File: config.mk
export PLATFORM = sky130hd
export DESIGN_NAME = word_pair_fifo
export DESIGN_NICKNAME = d
export VERILOG_FILES = /design/src/rtl/word_if_pkg.sv /design/src/rtl/word_fifo_mem.sv /design/src/rtl/word_pair_fifo.sv
export SDC_FILE = /design/constraint.sdc
export NUM_CORES = 1
export LEC_CHECK = 0
export BUFFER_PORTS_ARGS = -buffer_cell sky130_fd_sc_hd__buf_2
export CORE_MARGIN = 5
export CORE_UTILIZATION = 60
export DETAILED_ROUTE_END_ITERATION = 16
export PLACE_DENSITY = 0.78
export SETUP_SLACK_MARGIN = 0.02
export SLEW_MARGIN = 30
export SYNTH_ARGS = -nofsm -noshare
export SYNTH_HDL_FRONTEND = slang
export SYNTH_SLANG_ARGS = --single-unit
export TNS_END_PERCENT = 50
File: constraint.sdc
create_clock -name clk -period 3.58 [get_ports clk]
set_input_delay 0.716 -clock clk [delete_from_list [all_inputs] [get_ports clk]]
set_output_delay 0.716 -clock clk [all_outputs]
set_load 0.1 [all_outputs]
File: src/rtl/word_if_pkg.sv
// Shared definitions for the 16-to-10 word interface and its downstream FIFO.
package word_if_pkg;

  localparam int WORD_W        = 10;
  localparam int DEFAULT_DEPTH = 8;

  typedef logic [WORD_W-1:0] word_t;

endpackage

File: src/rtl/word_fifo_mem.sv
// Word storage for word_pair_fifo: two write ports at consecutive slots
// (waddr and waddr+1, wrapping) and one asynchronous read port.
module word_fifo_mem #(
  parameter int WORD_W = 10,
  parameter int DEPTH  = 8
) (
  input  logic                     clk,
  input  logic [$clog2(DEPTH)-1:0] waddr,
  input  logic                     we0,
  input  logic [WORD_W-1:0]        wdata0,
  input  logic                     we1,
  input  logic [WORD_W-1:0]        wdata1,
  input  logic [$clog2(DEPTH)-1:0] raddr,
  output logic [WORD_W-1:0]        rdata
);

  localparam int AW = $clog2(DEPTH);

  logic [WORD_W-1:0] mem [DEPTH];
  logic [AW-1:0]     waddr1;

  // Second slot of a pair wraps naturally because DEPTH is a power of two.
  assign waddr1 = waddr + AW'(1);

  // Storage writes; contents are intentionally not cleared by reset.
  always_ff @(posedge clk) begin
    if (we0) mem[waddr]  <= wdata0;
    if (we1) mem[waddr1] <= wdata1;
  end

  assign rdata = mem[raddr];

endmodule

File: src/rtl/word_pair_fifo.sv
// Pair-input, single-word-output FIFO behind the 16-to-10 word interface.
// Accepts up to two words per cycle (buffer0 word first), emits one word per
// cycle on a valid/ready stream, reports its fill level and a sticky overflow.
module word_pair_fifo #(
  parameter  int WORD_W = word_if_pkg::WORD_W,
  parameter  int DEPTH  = word_if_pkg::DEFAULT_DEPTH,
  localparam int LVL_W  = $clog2(DEPTH) + 1
) (
  input  logic              clk,
  input  logic              rst,
  input  logic [WORD_W-1:0] in_data0,
  input  logic              in_valid0,
  input  logic [WORD_W-1:0] in_data1,
  input  logic              in_valid1,
  output logic              in_ready,
  output logic [WORD_W-1:0] out_data,
  output logic              out_valid,
  input  logic              out_ready,
  output logic [LVL_W-1:0]  level,
  output logic              overflow
);

  import word_if_pkg::*;

  localparam int AW = $clog2(DEPTH);

  logic [AW-1:0]     wr_ptr;
  logic [AW-1:0]     rd_ptr;
  logic [LVL_W-1:0]  count;
  logic              ovf;
  logic              any_valid;
  logic              we0;
  logic              we1;
  logic              pop;
  logic [LVL_W-1:0]  npush;
  logic [WORD_W-1:0] wdata0;
  logic [WORD_W-1:0] rd_data;

  // Room for a full pair is judged on the registered count only, so a pop in
  // the same cycle never opens the door early.
  assign in_ready = (count <= LVL_W'(DEPTH - 2));

  // Write/pop decode; a lone buffer1 word takes the first slot so no gap is left.
  always_comb begin
    any_valid = in_valid0 | in_valid1;
    we0       = in_ready & any_valid;
    we1       = in_ready & in_valid0 & in_valid1;
    wdata0    = in_valid0 ? in_data0 : in_data1;
    npush     = we1 ? LVL_W'(2) : (we0 ? LVL_W'(1) : '0);
    out_valid = (count != '0);
    pop       = out_valid & out_ready;
    out_data  = out_valid ? rd_data : '0;
  end

  word_fifo_mem #(
    .WORD_W (WORD_W),
    .DEPTH  (DEPTH)
  ) u_mem (
    .clk    (clk),
    .waddr  (wr_ptr),
    .we0    (we0),
    .wdata0 (wdata0),
    .we1    (we1),
    .wdata1 (in_data1),
    .raddr  (rd_ptr),
    .rdata  (rd_data)
  );

  // Pointer, occupancy and sticky-overflow state.
  always_ff @(posedge clk or negedge rst) begin
    if (!rst) begin
      wr_ptr <= '0;
      rd_ptr <= '0;
      count  <= '0;
      ovf    <= 1'b0;
    end else begin
      wr_ptr <= wr_ptr + npush[AW-1:0];
      rd_ptr <= rd_ptr + {{(AW-1){1'b0}}, pop};
      count  <= count + npush - {{(LVL_W-1){1'b0}}, pop};
      ovf    <= ovf | (any_valid & ~in_ready);
    end
  end

  assign level    = count;
  assign overflow = ovf;

endmodule

# == After elaboration in Yosys (flattened, before gate mapping) ==
# Memories as Yosys holds them, arrays and structs flattened.
# Cells that the tools add are included.
# totals
out_inout_bits,17
mem_bits_rw,80
regBits,11
n_memories,1
# op_classes
reduce_logical,1
mux,8
bitwise,8
n_lt_le_gt_ge,1
add_sub_neg,5
# memory_table
name,words,word_bits,rd,rd_ports_with_merged_regs,write_ports,line_no,source
u_mem.mem,8,10,1,0,2,word_fifo_mem.sv:19,logic [WORD_W-1:0] mem [DEPTH];
# op_table
cell,count
$mux 10,2
$and 1x1->1,5
$mux 1,5
$add 4x2->4,1
$le 4x3->1 const B,1
$reduce_bool 4->1,1
$sub 4x1->4,1
$add 3x1->3,1
$add 3x1->3 const B,1
$add 3x2->3,1
$mux 2,1
$or 1x1->1,2
$not 1->1,1

# == Logic depth before layout (Yosys ltp) ==
# Gate-level depths: netlist of the first run.
# depth
word_depth,6
mapped_depth,14
depth_no_buf,13

# == Cells and area by module ==
# A second synthesis of the first run with hierarchy kept.
# hier_totals
cells_unflattened,300
area_unflattened_um2,5026.1
# modules_own_cells
module,cells_each,area_each_um2,seq_area_each_um2,instances
word_fifo_mem,229,4226.6,2402.3,1
word_pair_fifo,71,799.5,275.3,1

# == Least setup slack after synthesis of the first run ==
# No wires, ideal clock.
# synth_path
path_kind,register to output
startpoint,register count[2] (netlist: level[2])
endpoint,output out_data[0]
t_required_ns,2.864
stages_incl_launch_ff,7
setup_slack_ns,-0.876
n_path_buf,1
arrival_ns,3.740
cell_sequence,dfrtp_1 > inv_1 > ha_1 > nand2_1 > nand2b_1 > buf_1 > o21ai_0
# synth_via
elab_chain_cells,2
# synth_rtl
element,line_no,source
"start, declared",word_pair_fifo.sv:29,logic [LVL_W-1:0] count;
"start signal, assigned",word_pair_fifo.sv:79,"count <= count + npush - {{(LVL_W-1){1'b0}}, pop};"
$reduce_bool 4->1,word_pair_fifo.sv:50,out_valid = (count != '0);
$mux 10,word_pair_fifo.sv:52,out_data = out_valid ? rd_data : '0;
"end, declared",word_pair_fifo.sv:16,"output logic [WORD_W-1:0] out_data,"
# No other way between the ends.

# == Worst setup path after layout of the first run ==
# layout_path
startpoint,register rd_ptr[2]
endpoint,output out_data[5]
# layout_via
elab_chain_cells,2
# layout_rtl
element,line_no,source
"start, declared",word_pair_fifo.sv:28,logic [AW-1:0] rd_ptr;
"start signal, assigned",word_pair_fifo.sv:78,"rd_ptr <= rd_ptr + {{(AW-1){1'b0}}, pop};"
$mem_v2 8x10,n/a,
$mux 10,word_pair_fifo.sv:52,
# No other way between the ends.

==> results of run 1 <==
[state kept, by name, summed over array words and instances, names as in the netlist]
register / flops
wr_ptr: 3
level: 4
u_mem.mem: 80
overflow: 1
rd_ptr: 3
[metal layers]
layer	wire, microns	vias to the layer above	global-route usage, %	share of wire (%)
li1	-	1374	-	-
met1	4730	1539	33.0	42
met2	5770	108	39.7	51
met3	730	17	3.69	6.4
met4	124	0	5.65	1.1
met5	0	-	0	0
[cell type report]
type                    count  area, sq um  share of cell area, %
clock inverters             6         40.0                  0.717
flip-flops and latches     91         2680                   48.0
clock buffers              10          128                   2.29
multi-input cells         201         2210                   39.6
well taps                 105          131                   2.35
inverters                  26         97.6                   1.75
repair buffers             53          295                   5.29
[per-stage QoR]
stage	util [%]	hold WS, ns
floorplan	-	0.420
global placement	65.9	0.461
detailed placement	65.9	0.459
CTS	67.9	0.216
global route	67.9	0.222
finish	67.9	0.211
[cell families (layout without fill, tap and decap cells)]
family,Yosys count,count (layout),share of synthesized area [%]
muxes,111,111,29.6
DFF,91,91,52.9
AOI/OAI and AO/OA,21,21,2.35
buffers and inverters,38,95,3.34
xor gates and xnor gates,7,7,1.73
adders and majority gates,13,13,3.51
and+or+nand+nor,49,49,6.51
[critical path, stage by stage (launching register included)]
cell and delay (ns):
dfrtp_1 0.58, nand2b_1 0.53, o21ai_1 0.35, buf_2 0.48
[cells in the final DEF, fill, tap and decap left out, types with 9 or more instances in the layout]
cell type and n:
buf_2 41, buf_4 12, clkbuf_8 9, dfrtp_1 11, edfxtp_1 80, ha_1 11
inv_1 25, mux2_2 85, mux4_2 20, nand3_1 16, nor2_1 11, o21ai_1 10
[worst paths after layout]
path                       startpoint          end  slack [ns]  depth (start not counted)
setup / recovery            rd_ptr[2]  out_data[5]        0.56                          3
hold / removal                    rst     overflow        0.21                          1
setup reg to reg             level[3]     level[3]        0.69                         12
hold reg to reg              overflow     overflow        0.47                          1
max in group asynchronous         rst     level[3]        3.15                          1
min in group clk             overflow     overflow        0.47                          1
==> metrics.txt, run 1 <==
outcome completed; Cells after Synth 330; largest net degree at the start of global routing 22; slew of the pin with the lowest slew margin roughly 0.61 ns; most common flop cell mapped by yosys edfxtp_1; crit path launch type register; ys async rst share roughly 12%; Reg clk slew, reported paths 0.09 ns; # resized after CTS 0; relative slew slack 59.3%; Synth area leader edfxtp_1; CTS tree yes; Crit Path Max Fanout 12; Clock Path Buffers 2; #FFs+latches synth 91; worst skew pair latency 0.37 ns; Core ar. roughly 8000 sq um; placed cells 476; DRC Markers 0; GRT Overall Usage 23.7%; chip height ~100 microns; Routed Antenna Nets 0; EDFF count, synth 80; Initial Util approximately three fifths; initial antenna violation count 0; total congestion overflow 0; detailed placement HPWL 7.58 mm; DR iter-0 viols 297; vias in the first global route 3,084; Vias between 3,000 and 4,000; clock skew around 0.012 ns; setup bufs post-CTS 0; Final TNS setup 0 ns; WL/cell 23.1 microns; first-pass GRT wire length about 18 mm; Crit path required time 2.86 ns; Placement Cell Area 5410 sq um; root buf cell clkbuf_8; Layout Area Growth over Synthesis 10.3%; Synth area leaders edfxtp_1 48%, mux2_2 19%, mux4_2 8.9%, dfrtp_1 5.4%, ha_1 2.7%; final std cells w/o fill 492; post-synth top area share 47.5%; most frequent cells after synthesis 85 x mux2_2, 80 x edfxtp_1, 25 x inv_1; CTS Buf Count 9; I/O Buffers between 40 and 50; hold buffers post-CTS 0; Final Hold Vio Count 0; crit path DAT 2.30 ns; Final nets 420; Tcrit/Tclk final 84.3%; count leader, synth mux2_2; Slew Viols, Final 0; vias per inst 6.17; # H-tree levels 3; die width 102 microns; final worst path period need 3.02 ns; worst hold path type primary input to async pin; final wirelength 11.4 mm; GPL Wtd Cong 0.855; Syn Area/Cell 15.3 sq um; 1st-pass router iterations 5; count of cell types in the netlist 36; Rows 33; CP Capture Type output pin; unrepaired setup endpoints after global routing false; fmax 331 MHz; Final setup viols 0; maxcap violations 0; mapped cell area 5060 sq um; sequential element share of the synthesized area 52.9%; Synth Warn # 0; design area ~5600 sq um; Syn Nets 368; ratio of cells with drive above 1 in the final layout between 40% and 50%; WS Path Type register to output pin; final setup margin 0.562 ns; antenna cell count 0; pre-CTS setup slack 0.692 ns; io pins 42; full die area 10,400 sq um; Fill cells 610; total clock sinks 91
Power of run 1 is not shown: default switching activity piles up to over one toggle a cycle in this logic, so the estimate is an artifact.
==> run 2: changes to the inputs <==
- ABC_AREA: unset -> 1
- CORE_UTILIZATION: 60 -> 61
- PLACE_DENSITY: 0.78 -> 0.79
- clock period: 3.58 -> 2.98 ns (I/O delays scaled with it)
==> run 2 against run 1 <==
Area after synthesis grew 14%. Synthesized cell count grew 130%. Sequential share of layout area shrank 7.0 points. Count of clock-buffer cells in the layout shrank 1. Global-route usage grew 3.8 points. Setup slack lost 0.28 ns. Design area grew 18%. First-iteration DRC count grew 93%. Clock skew grew 0.0028 ns. Routed wire length grew 32%. Largest cell class unchanged.
==> metrics.txt, run 2 <==
Clock Path Buffers 2; EDFF count, synth 80; Slew Viols, Final 0; max reg flops 80; crit path DAT 2.10 ns; chip height 107 microns; GPL Wtd Cong slightly below 1; final worst path period need 2.70 ns; setup bufs post-CTS 0; Layout Area Growth over Synthesis 13.6%; most frequent cells after synthesis 306 x nand2_1, 98 x inv_1, 94 x nand3_1; unrepaired setup endpoints after global routing false; Initial Util 62.5%; Synth Warn # 0; relative slew slack 39.1%; cells on worst reg2reg path 15; total congestion overflow 0; Synth area leader edfxtp_1; Final nets 833; Core ar. between 9000 and 10,000 sq um; Crit path required time 2.38 ns; count leader, synth nand2_1; Final Hold Vio Count 0; maxcap violations 0; hold buffers post-CTS 0; commonest non-fill, non-tap cell in the layout nand2_1; CP Capture Type output pin; #FFs+latches synth 91; ys async rst share about an eighth; largest net degree at the start of global routing 48; Pwr Density 1200 nW/um^2; slew of the pin with the lowest slew margin roughly 0.90 ns; final std cells w/o fill 929; fmax 370 MHz; outcome completed; initial antenna violation count 0; die width about 110 microns; most common flop cell mapped by yosys edfxtp_1; worst hold path type primary input to async pin; Routed Antenna Nets 0; I/O Buffers 41; R2R Setup Slk 0.45 ns; CTS Buf Count 9; NetSw between 4 and 5 mW; Most flops, register u_mem.mem; leakage roughly 3.1 nW; DRC Markers 0; GRT Overall Usage 27.4%; Final setup viols 0; CTS tree yes; root buf cell clkbuf_8; Reg clk slew, reported paths 0.10 ns; worst skew pair latency 0.36 ns; vias per inst 5.53; sw frac 53.2%; Synth area leaders edfxtp_1 42%, nand2_1 20%, nand3_1 8.1%, inv_1 6.4%, o21bai_1 5.3%; Final TNS setup 0 ns; post-synth top area share 41.6%; Rows 35; 1st-pass router iterations 6; sequential element share of the synthesized area 46.4%; placed cells 913; mapped cell area 5780 sq um; Syn Nets slightly above 800; Cells after Synth between 700 and 800; Max VDD drop 0.00135 V; Flop pwr share roughly a quarter; DR iter-0 viols around 570; Gate power share 63.8%; count of cell types in the netlist 27; Power Internal 3.69 mW; Placement Cell Area 6350 sq um; detailed placement HPWL 10.6 mm; first-pass GRT wire length roughly 24 mm; full die area 11,500 sq um; # resized after CTS 0; Tcrit/Tclk final approximately nine tenths; clock power share 11.0%; ratio of cells with drive above 1 in the final layout between 10% and 20%; Crit Path Max Fanout 40; WS Path Type register to output pin; vias in the first global route 4,878; # H-tree levels 3; antenna cell count 0; clock skew 0.0152 ns; Vias between 5,000 and 6,000; total clock sinks 91; Syn Area/Cell 7.52 sq um; most frequent cells in the layout 305 x nand2_1, 96 x inv_1, 93 x nand3_1; Hold WS 0.0768 ns; final wirelength about 15 mm; Layout Utilization a little over 70%; design area about 6600 sq um; crit path launch type register; WL/cell 16.2 microns; io pins 42
-- run 2: kinds of logic after synthesis --
| family | count (synthesis) | share of synthesized area [%] |
|---|---|---|
| compound gates | 62 | 7.19 |
| xor+xnor | 4 | 0.607 |
| fa+ha+maj | 13 | 3.08 |
| buf+inv | 151 | 10.5 |
| flops | 91 | 46.4 |
| simple gates | 447 | 32.2 |
-- run 2: final cells by class --
class | instances | area, sq um
Sequential cell | 91 | 2690
Fill cell | 695 | 2680
Multi-Input combinational cell | 526 | 2580
Timing Repair Buffer | 65 | 536
Inverter | 102 | 387
Tap cell | 129 | 161
Clock buffer | 9 | 124
Clock inverter | 7 | 82.6
-- run 2: power by group through the flow --
stage          logic (mW)  clock network (mW)  registers, mW
3_3_place_gp         4.89                   0           2.00
5_1_grt              5.39               0.918           2.02
3_5_place_dp         5.01                   0           2.01
2_1_floorplan        3.43                   0           2.14
6_report             5.04               0.864           1.99
4_1_cts              5.02               0.863           1.99
-- run 2: critical path: stages, from the launching register on --
cell and delay, ns:
dfrtp_1 0.40, inv_1 0.05, buf_4 0.39, nand2_1 0.10, nand2_1 0.14, nand2_1 0.07
nand2_1 0.09, nor2_1 0.04, nor2_1 0.22, buf_12 0.20
-- run 2: final timing paths --
| path | endpoint | start |
|---|---|---|
| setup / recovery | out_data[9] | rd_ptr[0] |
| hold / removal | level[2] | rst |
| setup reg to reg | level[1] | level[3] |
| hold reg to reg | overflow | overflow |
| max in group asynchronous | level[3] | rst |
| min in group clk | overflow | overflow |
-- run 2: metal layers --
metal / global-route usage [%] / wire [microns]
met4: 10.1 / 632
met5: 0 / 0
met3: 4.68 / 1520
met2: 45.5 / 6990
met1: 36.2 / 5880
-- run 2: per-stage QoR --
stage / power [mW] / setup slack [ns]
global route: 8.33 / 0.161
CTS: 7.87 / 0.299
detailed placement: 7.03 / 0.375
floorplan: 5.57 / 0.00631
global placement: 6.89 / 0.440
finish: 7.89 / 0.280
No activity file was read; power rests on OpenSTA's default activity.
==> run 3: changes to the inputs <==
- CORE_UTILIZATION: 61 -> 40
- PLACE_DENSITY: 0.79 -> 0.55
- RECOVER_POWER: unset -> 50
==> run 3 against run 2 <==
Sequential share of layout area shrank 0.96 points. Count of clock-buffer cells in the layout up 2. Clock skew shrank 0.0062 ns. Non-clock buffer count is 2 higher. Final cell count is 6.1% higher. Register-to-register slack got worse by 0.12 ns. Routed wire length up 3.3%. Clock power up 44%. Setup slack improved by 0.053 ns. Design area up 2.4%. Critical path type is now register to register. Critical endpoint is now u_mem.mem[0][4].
==> metrics.txt, run 3 (synthesized netlist as in run 2, its figures left out) <==
total clock sinks 91; vias in the first global route 4,855; Routed Antenna Nets 0; max reg flops 80; Clock Path Buffers 2; # H-tree levels 3; die width 130 microns; detailed placement HPWL 11.4 mm; chip height 130 microns; worst hold path type primary input to async pin; NetSw 4.23 mW; DR iter-0 viols 299; setup bufs post-CTS 0; CTS tree yes; ratio of cells with drive above 1 in the final layout 12.5%; final setup margin 0.334 ns; 1st-pass router iterations 5; outcome completed; # resized after CTS 0; final std cells w/o fill 986; Final nets 835; commonest non-fill, non-tap cell in the layout nand2_1; clock skew 0.00904 ns; slew of the pin with the lowest slew margin ~1.2 ns; GPL Wtd Cong 0.841; initial antenna violation count 0; Max VDD drop ~0.0015 V; crit path launch type register; Slew Viols, Final 0; Crit Path Max Fanout 11; pre-CTS setup slack 0.470 ns; GRT Overall Usage 19.4%; placed cells 970; CP Capture Type register; DRC Markers 0; fmax 378 MHz; Gate power share between 60% and 70%; sw frac ~50%; Final TNS setup 0 ns; Pwr Density 1230 nW/um^2; antenna cell count 0; root buf cell clkbuf_16; I/O Buffers 41; leakage 3.12 nW; WL/cell 15.7 microns; Vias 4,894; unrepaired setup endpoints after global routing false; largest net degree at the start of global routing 49; most frequent cells in the layout 307 x nand2_1, 98 x inv_1, 93 x nand3_1; vias per inst 4.96; Rows 44; io pins 42; Final Hold Vio Count 0; Core ar. 14,400 sq um; Tcrit/Tclk final 88.8%; maxcap violations 0; WS Path Type register to register; Most flops, register u_mem.mem; Final setup viols 0; crit path DAT 2.62 ns; Crit path required time ~3.0 ns; Layout Area Growth over Synthesis 16.4%; final wirelength roughly 16 mm; Reg clk slew, reported paths 0.07 ns; Flop pwr share 24.0%; total congestion overflow 0; relative slew slack 22.0%; first-pass GRT wire length approximately 25 mm; hold buffers post-CTS 0; CTS Buf Count 9; Initial Util 40.2%; clock power share 15.0%; final worst path period need 2.65 ns; full die area 16,900 sq um; worst skew pair latency ~0.35 ns; Power Internal 4.04 mW
## run 3: layout make-up
type                    count  area [sq um]
well taps                 184           230
inverters                 102           387
clock buffers              11           243
flip-flops and latches     91          2690
multi-input cells         526          2570
fillers                  1403          7650
clock inverters             5          77.6
repair buffers             67           524
## run 3: worst paths after layout
path / cells past startpoint / slack (ns) / endpoint / from
setup / recovery: 8 / 0.33 / u_mem.mem[0][4] / wr_ptr[1]
hold reg to reg: 1 / 0.48 / overflow / overflow
hold / removal: 1 / 0.23 / overflow / rst
min in group clk: 1 / 0.48 / overflow / overflow
setup reg to reg: 8 / 0.33 / u_mem.mem[0][4] / wr_ptr[1]
max in group asynchronous: 1 / 2.27 / level[2] / rst
## run 3: worst max-delay path: stages, from the launching register on
cell and delay (ns):
dfrtp_1 0.45, ha_1 0.42, inv_1 0.23, nand3_1 0.13, nor2_1 0.12, buf_4 0.21, nand2_1 0.06, o21ai_0 0.08
clkbuf_1 0.58
## run 3: layer usage
layer	up-vias	track usage (%)	wire, microns
met5	-	0	0
met2	149	33.1	7560
met1	2220	24.2	6680
li1	2485	-	-
met4	0	8.99	523
met3	40	2.74	757
## run 3: power by group through the flow
| stage | sequential (mW) | combinational [mW] | clock, mW |
|---|---|---|---|
| after floorplan | 2.14 | 3.43 | 0 |
| after global placement | 2.00 | 5.06 | 0 |
| after detailed placement | 2.01 | 5.11 | 0 |
| after CTS | 1.98 | 5.13 | 1.26 |
| after global routing | 2.01 | 5.44 | 1.31 |
| final | 1.98 | 5.05 | 1.24 |
## run 3: per-stage QoR
stage | util [%] | total power, mW | area [sq um] | hold WS [ns]
floorplan | - | 5.57 | 5880 | 0.300
finish | 46.8 | 8.27 | 6720 | 0.233
detailed placement | 44.8 | 7.12 | 6440 | 0.470
CTS | 47.0 | 8.37 | 6760 | 0.109
global placement | 44.8 | 7.06 | 6440 | 0.471
global route | 46.8 | 8.76 | 6720 | 0.302
